==> config.mk <==
export PLATFORM = sky130hd
export DESIGN_NAME = shift_reg_sequencer
export DESIGN_NICKNAME = d
export VERILOG_FILES = /design/src/rtl/shift_reg_sequencer.sv
export SDC_FILE = /design/constraint.sdc
export NUM_CORES = 1
export LEC_CHECK = 0
export CORE_ASPECT_RATIO = 1.4
export CORE_MARGIN = 5
export CORE_UTILIZATION = 30
export CTS_CLUSTER_DIAMETER = 100
export DETAILED_ROUTE_END_ITERATION = 8
export DONT_BUFFER_PORTS = 1
export GPL_ROUTABILITY_DRIVEN = 1
export PLACE_DENSITY_LB_ADDON = 0.25
export SYNTH_ARGS = -nofsm -noshare
export SYNTH_HDL_FRONTEND = slang
export SYNTH_SLANG_ARGS = --single-unit
export TNS_END_PERCENT = 50
==> constraint.sdc <==
create_clock -name clk -period 4.7 [get_ports clk]
set_input_delay 0.705 -clock clk [delete_from_list [all_inputs] [get_ports clk]]
set_output_delay 0.705 -clock clk [all_outputs]
set_load 0.03 [all_outputs]
==> src/rtl/shift_reg_sequencer.sv <==
// Command-driven sequencer for an external 8-bit load/shift-left/shift-right register.
// Optional early termination on an all-zero register: define SHIFT_SEQ_EARLY_STOP_EN.
module shift_reg_sequencer #(
    parameter int CNT_W = 4
) (
    input  logic             clk,
    input  logic             reset,
    input  logic             cmd_valid,
    output logic             cmd_ready,
    input  logic [7:0]       cmd_data,
    input  logic             cmd_dir,
    input  logic [CNT_W-1:0] cmd_count,
    output logic             rsp_valid,
    input  logic             rsp_ready,
    output logic [7:0]       rsp_data,
    output logic             rsp_early,
    output logic             busy,
    output logic [7:0]       sr_i,
    output logic             sr_load_enable,
    output logic             sr_shift_left_right,
    input  logic [7:0]       sr_q
);

    typedef enum logic [1:0] {IDLE, LOAD, SHIFT, RESP} state_t;

    state_t           r_state;
    logic [7:0]       r_data;
    logic             r_dir;
    logic [CNT_W-1:0] r_count;
    logic [CNT_W-1:0] r_rem;
    logic             r_early;
    logic             w_accept;
    logic             w_stop_early;

    assign w_accept = cmd_valid && cmd_ready;

`ifdef SHIFT_SEQ_EARLY_STOP_EN
    // Once the register has zero-filled, further shifts cannot change it.
    assign w_stop_early = (r_state == SHIFT) && (sr_q == 8'h00);
`else
    assign w_stop_early = 1'b0;
`endif

    always_ff @(posedge clk or posedge reset) begin
        if (reset) begin
            r_state <= IDLE;
            r_rem   <= '0;
            r_early <= 1'b0;
        end else begin
            case (r_state)
                IDLE: begin
                    if (w_accept) r_state <= LOAD;
                end
                LOAD: begin
                    if (r_count == '0) begin
                        r_state <= RESP;
                    end else begin
                        r_rem   <= r_count;
                        r_state <= SHIFT;
                    end
                end
                SHIFT: begin
                    if (w_stop_early) begin
                        r_early <= 1'b1;
                        r_state <= RESP;
                    end else begin
                        r_rem <= r_rem - 1'b1;
                        if (r_rem == CNT_W'(1)) r_state <= RESP;
                    end
                end
                RESP: begin
                    if (rsp_ready) begin
                        r_early <= 1'b0;
                        r_state <= IDLE;
                    end
                end
                default: r_state <= IDLE;
            endcase
        end
    end

    // Command fields are plain data; they are only meaningful after an accept.
    always_ff @(posedge clk) begin
        if (w_accept) begin
            r_data  <= cmd_data;
            r_dir   <= cmd_dir;
            r_count <= cmd_count;
        end
    end

    // The register has no hold mode, so holding means reloading its own output.
    always_comb begin
        sr_load_enable      = 1'b0;
        sr_i                = sr_q;
        sr_shift_left_right = 1'b0;
        case (r_state)
            LOAD: sr_i = r_data;
            SHIFT: begin
                if (!w_stop_early) begin
                    sr_load_enable      = 1'b1;
                    sr_shift_left_right = r_dir;
                end
            end
            default: ;
        endcase
    end

    assign cmd_ready = (r_state == IDLE);
    assign busy      = (r_state != IDLE);
    assign rsp_valid = (r_state == RESP);
    assign rsp_data  = sr_q;
    assign rsp_early = r_early;

endmodule
==> results.sh, run 1 <==
export IMPL_worst_slew_pin_slew_ps=1086
export IMPL_slew_violations=0
export IMPL_critPathKind="reg2out"
export IMPL_antenna_cells=0
export IMPL_portBuffers=0
export IMPL_drv_cap=0
export IMPL_antenna_found_initial=0
export IMPL_cts_htree_levels=1
export IMPL_fin_cells=123
export IMPL_fin_setup_tns_ps=0
export IMPL_cts_buffers=3
export IMPL_drtPass1Iterations=4
export IMPL_p_leak_uw=0.0004210
export IMPL_ctsHoldBuffers=0
export IMPL_peakVddDrop_v=0.0003099
export IMPL_cts_tree="done"
export IMPL_path_cells="inv_1, ha_1, and2_1"
export IMPL_fin_nets=113
export IMPL_arrival_ps=1920
export IMPL_rsz0062_at_grt="no"
export IMPL_hold_path_class="in2async"
export IMPL_synth_area_um2=1086
export IMPL_gp_congestion=0.6701
export IMPL_wl_per_cell_um=16.52
export IMPL_ys_seq_elements=19
export IMPL_n_fill_cell=382
export IMPL_rows=26
export IMPL_cp_top_family="adder cells"
export IMPL_grt_total_usage_pct=8.849
export IMPL_final_layout_size_suffix_gt1_share_pct=23.46
export IMPL_cp_data_required_time_ps=3990
export IMPL_use_met3_pct=3.339
export IMPL_relSlewSlack_pct=27.34
export IMPL_grt_overflow=0
export IMPL_outcome="completed"
export IMPL_endpoint_kind="primary output"
export IMPL_critPathBufInv=1
export IMPL_netlist_instances=88
export IMPL_yosysUniqueCellTypes=31
export IMPL_start_util_pct=30.35
export IMPL_grt_pass1_vias=680
export IMPL_gr_max_usage_layer="met2"
export IMPL_fmax_mhz=381.1
export IMPL_dr_total_vias=633
export IMPL_drc=0
export IMPL_hold_slack_ps=256.1
export IMPL_place_ws_ps=2117
export IMPL_met1_usage_pct=9.100
export IMPL_grt_max_degree=17
export IMPL_setup_ws_ps=2076
export IMPL_yosysWarnings=0
export IMPL_dieArea_um2=4940
export IMPL_synth_seq_area_share_pct=49.77
export IMPL_wl_um=2032
export IMPL_grt_met2_usage_pct=15.20
export IMPL_clk_latency_ps=260
export IMPL_crit_fanout=16
export IMPL_finalSetupViolations=0
export IMPL_cp_start_kind="flip-flop"
export IMPL_avgViaCountPerCell=5.146
export IMPL_grt_pass1_wl_um=3132
export IMPL_post_synth_cell_area_avg_um2=12.34
export IMPL_place_hpwl_um=1592
export IMPL_powerDensity_nw_per_um2=705.3
export IMPL_clkTransAtPathRegs_ps=70
export IMPL_syn2layout_area_growth_pct=2.073
export IMPL_clk_path_buf_depth=2
export IMPL_core_area_um2=3578
export IMPL_postCtsResizedCells=0
export IMPL_clock_sinks=19
export IMPL_drtIter0Drc=40
export IMPL_synth_fp_nets=119
export IMPL_ios=47
export IMPL_placed_cells=119
export IMPL_cts_repair_timing_setup_buffer_count=0
export IMPL_finalHoldViolCount=0
export IMPL_slowest_delay_ps=720
export IMPL_drtAntennaViolNets=0
export IMPL_die_x_um=60.85
export IMPL_cts_root_buf="clkbuf_8"
export IMPL_cp_slowest_cell="ha_1"
export IMPL_skew_ps=2.615
export IMPL_layout_min_cycle_time_ps=2624
export IMPL_fin_crit_sh_pct=55.83
export IMPL_die_y_um=81.19
-- state kept, by name, summed over array words and instances (netlist names) --
register / cells
r_count: 4
r_data: 8
r_dir: 1
r_rem: 4
r_state: 2
-- per-stage QoR --
stage / area, µm² / utilization (%) / power [µW]
after floorplan: 1086 / - / 625.7
after global placement: 1062 / 29.69 / 661.3
after detailed placement: 1062 / 29.69 / 678.5
after CTS: 1109 / 30.98 / 793.4
after global routing: 1109 / 30.98 / 841.9
final: 1109 / 30.98 / 781.9
-- area by class of cell --
class | instances | area [µm²] | share of cell area [%]
clock buffer | 3 | 41.29 | 3.725
clock inverter | 1 | 5.005 | 0.4515
inverter | 8 | 30.03 | 2.709
multi-input combinational | 50 | 439.2 | 39.62
sequential | 19 | 540.5 | 48.76
tap | 42 | 52.55 | 4.740
-- synthesized netlist by cell type (all sizes together) --
| master | number | area [µm²] |
|---|---|---|
| nand3 | 1 | 5.000 |
| conb | 1 | 3.750 |
| nand4bb | 1 | 11.26 |
| a32o | 1 | 10.01 |
| inv | 8 | 30.03 |
| dfrtp | 6 | 150.1 |
| or3b | 1 | 11.26 |
| a21o | 1 | 7.510 |
| nand2 | 3 | 11.26 |
| a222oi | 1 | 10.01 |
| clkbuf | 1 | 3.750 |
| o21ai | 2 | 10.01 |
| a21oi | 2 | 10.01 |
| o311a | 1 | 11.26 |
| buf | 10 | 72.56 |
| nor2b | 3 | 18.77 |
| nor2 | 3 | 11.26 |
| and2 | 2 | 12.51 |
| nor3b | 1 | 7.510 |
| nor3 | 1 | 5.000 |
| o22ai | 1 | 6.260 |
| mux2 | 9 | 101.4 |
| a32oi | 1 | 8.760 |
| a211oi | 2 | 15.01 |
| mux2i | 2 | 20.02 |
| edfxtp | 13 | 390.4 |
| ha | 6 | 75.07 |
| a211o | 2 | 20.02 |
| a221oi | 1 | 15.01 |
| nor4 | 1 | 21.27 |
-- layout by cell type (no fill, tap or decap), drive strengths merged --
cell type,Yosys,final
a32o,1,1
a21oi,2,2
or3b,1,1
clkinv,0,1
inv,8,8
o22ai,1,1
a211oi,2,2
a221oi,1,1
o21ai,2,2
nor4,1,1
a32oi,1,1
nor3b,1,1
conb,1,1
a21o,1,1
nand4bb,1,1
a211o,2,2
mux2,9,9
nor2b,3,3
nand3,1,1
nand2,3,3
nor2,3,3
and2,2,2
dfrtp,6,6
o311a,1,1
a222oi,1,1
clkbuf,1,3
edfxtp,13,13
mux2i,2,2
ha,6,6
nor3,1,1
-- logic make-up (layout without fill, tap and decap cells) --
group / after synthesis / after routing / share of synthesized area, %
compound gates: 15 / 15 / 11.41
fa+ha+maj: 6 / 6 / 6.912
buf+inv: 19 / 12 / 9.792
flops: 19 / 19 / 49.77
mux: 11 / 11 / 11.18
other cells: 1 / 1 / 0.3453
simple gates: 17 / 17 / 10.60
-- metal layers --
metal  share of wire (%)  vias to the layer above
li1                    -                      296
met1                  37                      306
met4                 1.8                        0
met2                  52                       27
met5                   0                        -
met3                 8.8                        4
-- power by group --
group	switching, µW	leakage [µW]	internal, µW	total [µW]
Combinational	252	0.000205	147	398
Clock	52.5	0.0000255	58.9	111
Sequential	39.8	0.000191	232	272
-- path summary, 6_finish.rpt --
path,from,to,slack [ps],depth (start not counted)
max in group asynchronous,reset,r_rem[1],4240,1
worst min-delay path,reset,r_rem[2],260,1
worst max register to register,r_state[0],r_count[0],2160,4
worst max-delay path,r_state[0],sr_shift_left_right,2080,3
worst min register to register,r_state[1],r_state[1],600,1
min in group clk,cmd_dir,r_dir,540,0
-- worst reg2reg max path, cell delays in order, from the launching register on --
cell     delay (ps)
dfrtp_1         400
inv_1           120
ha_1            460
inv_1           280
nor2_1          890
No activity file was read; power rests on OpenSTA's default activity.
==> run 2: changes to the inputs <==
==> constraint.sdc (replaced) <==
create_clock -name clk -period 2.1 [get_ports clk]
set_input_delay 0.315 -clock clk [delete_from_list [all_inputs] [get_ports clk]]
set_output_delay 0.315 -clock clk [all_outputs]
set_load 0.03 [all_outputs]
==> run 2 against run 1 <==
Final area rose by 4.6%; critical path depth did not move; die area did not move; register-to-register slack got worse by 1800 ps; total power rose by 130%; global-route usage fell by 1.3 points; flip-flop and latch count did not move; combinational power rose by 140%; clock power rose by 120%; core utilization rose by 1.4 points.
==> results.sh, run 2 (synthesis gave the netlist of run 1 again) <==
export IMPL_outcome="completed"
export IMPL_cts_tree="done"
export IMPL_drtAntennaViolNets=0
export IMPL_layout_min_cycle_time_ps=1942
export IMPL_ios=47
export IMPL_wl_um=1894
export IMPL_grt_pass1_wl_um=2829
export IMPL_avgViaCountPerCell=4.829
export IMPL_fin_crit_sh_pct=92.49
export IMPL_core_area_um2=3578
export IMPL_fmax_mhz=514.8
export IMPL_slew_violations=0
export IMPL_peakVddDrop_v=0.0006930
export IMPL_clk_latency_ps=250
export IMPL_arrival_ps=1630
export IMPL_grt_max_degree=17
export IMPL_skew_ps=1.498
export IMPL_grt_pass1_vias=665
export IMPL_cts_root_buf="clkbuf_8"
export IMPL_layout_area_seq_um2=540.5
export IMPL_grt_overflow=0
export IMPL_syn2layout_area_growth_pct=6.797
export IMPL_finalHoldViolCount=0
export IMPL_portBuffers=0
export IMPL_gp_congestion=0.7292
export IMPL_finalSetupViolations=0
export IMPL_drc=0
export IMPL_antenna_found_initial=0
export IMPL_final_cell_mix="edfxtp_1 (13), mux2_2 (9), inv_1 (8), dfrtp_1 (6)"
export IMPL_top_regs="r_data x8, r_count x4, r_rem x4"
export IMPL_place_hpwl_um=1561
export IMPL_final_layout_size_suffix_gt1_share_pct=28.74
export IMPL_drtIter0Drc=14
export IMPL_cts_htree_levels=1
export IMPL_antenna_cells=0
export IMPL_dpl_cell_area_um2=1102
export IMPL_endpoint_kind="primary output"
export IMPL_wl_per_cell_um=14.68
export IMPL_powerDensity_nw_per_um2=1540
export IMPL_clk_path_buf_depth=2
export IMPL_critPathKind="reg2out"
export IMPL_dieArea_um2=4940
export IMPL_finalInstanceArea_um2=1160
export IMPL_rows=26
export IMPL_multiInputGateArea_um2=444.2
export IMPL_final_common_cell="edfxtp_1"
export IMPL_start_util_pct=30.35
export IMPL_cts_buffers=3
export IMPL_rsz0062_at_grt="no"
export IMPL_n_fill_cell=372
export IMPL_cp_start_kind="flip-flop"
export IMPL_p_leak_uw=0.0004458
export IMPL_hold_path_class="in2reg"
export IMPL_drtPass1Iterations=4
export IMPL_clkTransAtPathRegs_ps=60
export IMPL_die_x_um=60.85
export IMPL_cp_data_required_time_ps=1780
export IMPL_die_y_um=81.19
export IMPL_clock_sinks=19
export IMPL_fin_setup_tns_ps=0
export IMPL_grt_total_usage_pct=7.547
export IMPL_top_register="r_data"
export IMPL_drv_cap=0
export IMPL_dr_total_vias=623
export IMPL_largest_register_ffs=8
export IMPL_crit_fanout=12
export IMPL_fin_nets=119
run 2: area by class of cell:
cell class / count / share of cell area, %
repair buffers: 6 / 4.099
inverters: 8 / 2.589
flip-flops and latches: 19 / 46.60
multi-input cells: 50 / 38.30
clock buffers: 4 / 3.884
well taps: 42 / 4.531
run 2: where the power goes:
group / switching, µW / total [µW] / internal (µW) / leakage (µW)
clock: 106 / 240 / 134 / 0.0000228
combinational: 561 / 942 / 381 / 0.000232
sequential: 84.8 / 603 / 519 / 0.000191
run 2: metrics by stage:
| stage | cells | total power [µW] | hold WS, ps | setup WS, ps | utilization (%) |
|---|---|---|---|---|---|
| 3_5_place_dp | 124 | 1562 | 138.6 | 259.3 | 30.80 |
| 3_3_place_gp | 124 | 1545 | 138.0 | 297.8 | 30.80 |
| 2_1_floorplan | 88 | 1403 | 106.0 | 89.70 | - |
| 6_report | 129 | 1786 | 160.2 | 157.7 | 32.41 |
| 5_1_grt | 129 | 1903 | 146.4 | 67.20 | 32.41 |
| 4_1_cts | 129 | 1807 | 154.0 | 8.792 | 32.34 |
run 2: path summary, 6_finish.rpt:
check,end,slack [ps],cells after the start,from
min in group asynchronous,r_rem[0],430,2,reset
max in group asynchronous,r_state[1],1480,2,reset
setup reg to reg,r_state[1],320,5,r_rem[1]
hold / removal,r_dir,160,0,cmd_dir
setup / recovery,sr_shift_left_right,160,3,r_state[0]
hold reg to reg,r_state[1],600,1,r_state[1]
run 2: worst max-delay path, stage by stage, from the launching register on:
cell and delay, ps:
dfrtp_1 400, inv_1 130, ha_1 460, and2_1 390
run 2: what timing repair did:
| item | CTS | global route |
|---|---|---|
| endpoints found under the hold margin | 6 | 0 |
| buffers inserted | 0 | 0 |
| setup endpoints to repair | 0 | 8 |
| hold buffers | 1 | 0 |
| gates resized for setup | 0 | 1 |
run 2: routing by layer:
layer  part of all wire (%)  up-vias  global-route usage [%]
met4                      0        0                   1.952
met3                    7.0        0                   2.544
met2                     55       18                   13.81
met5                      0        -                       0
met1                     38      297                   8.047
li1                       -      308                       -
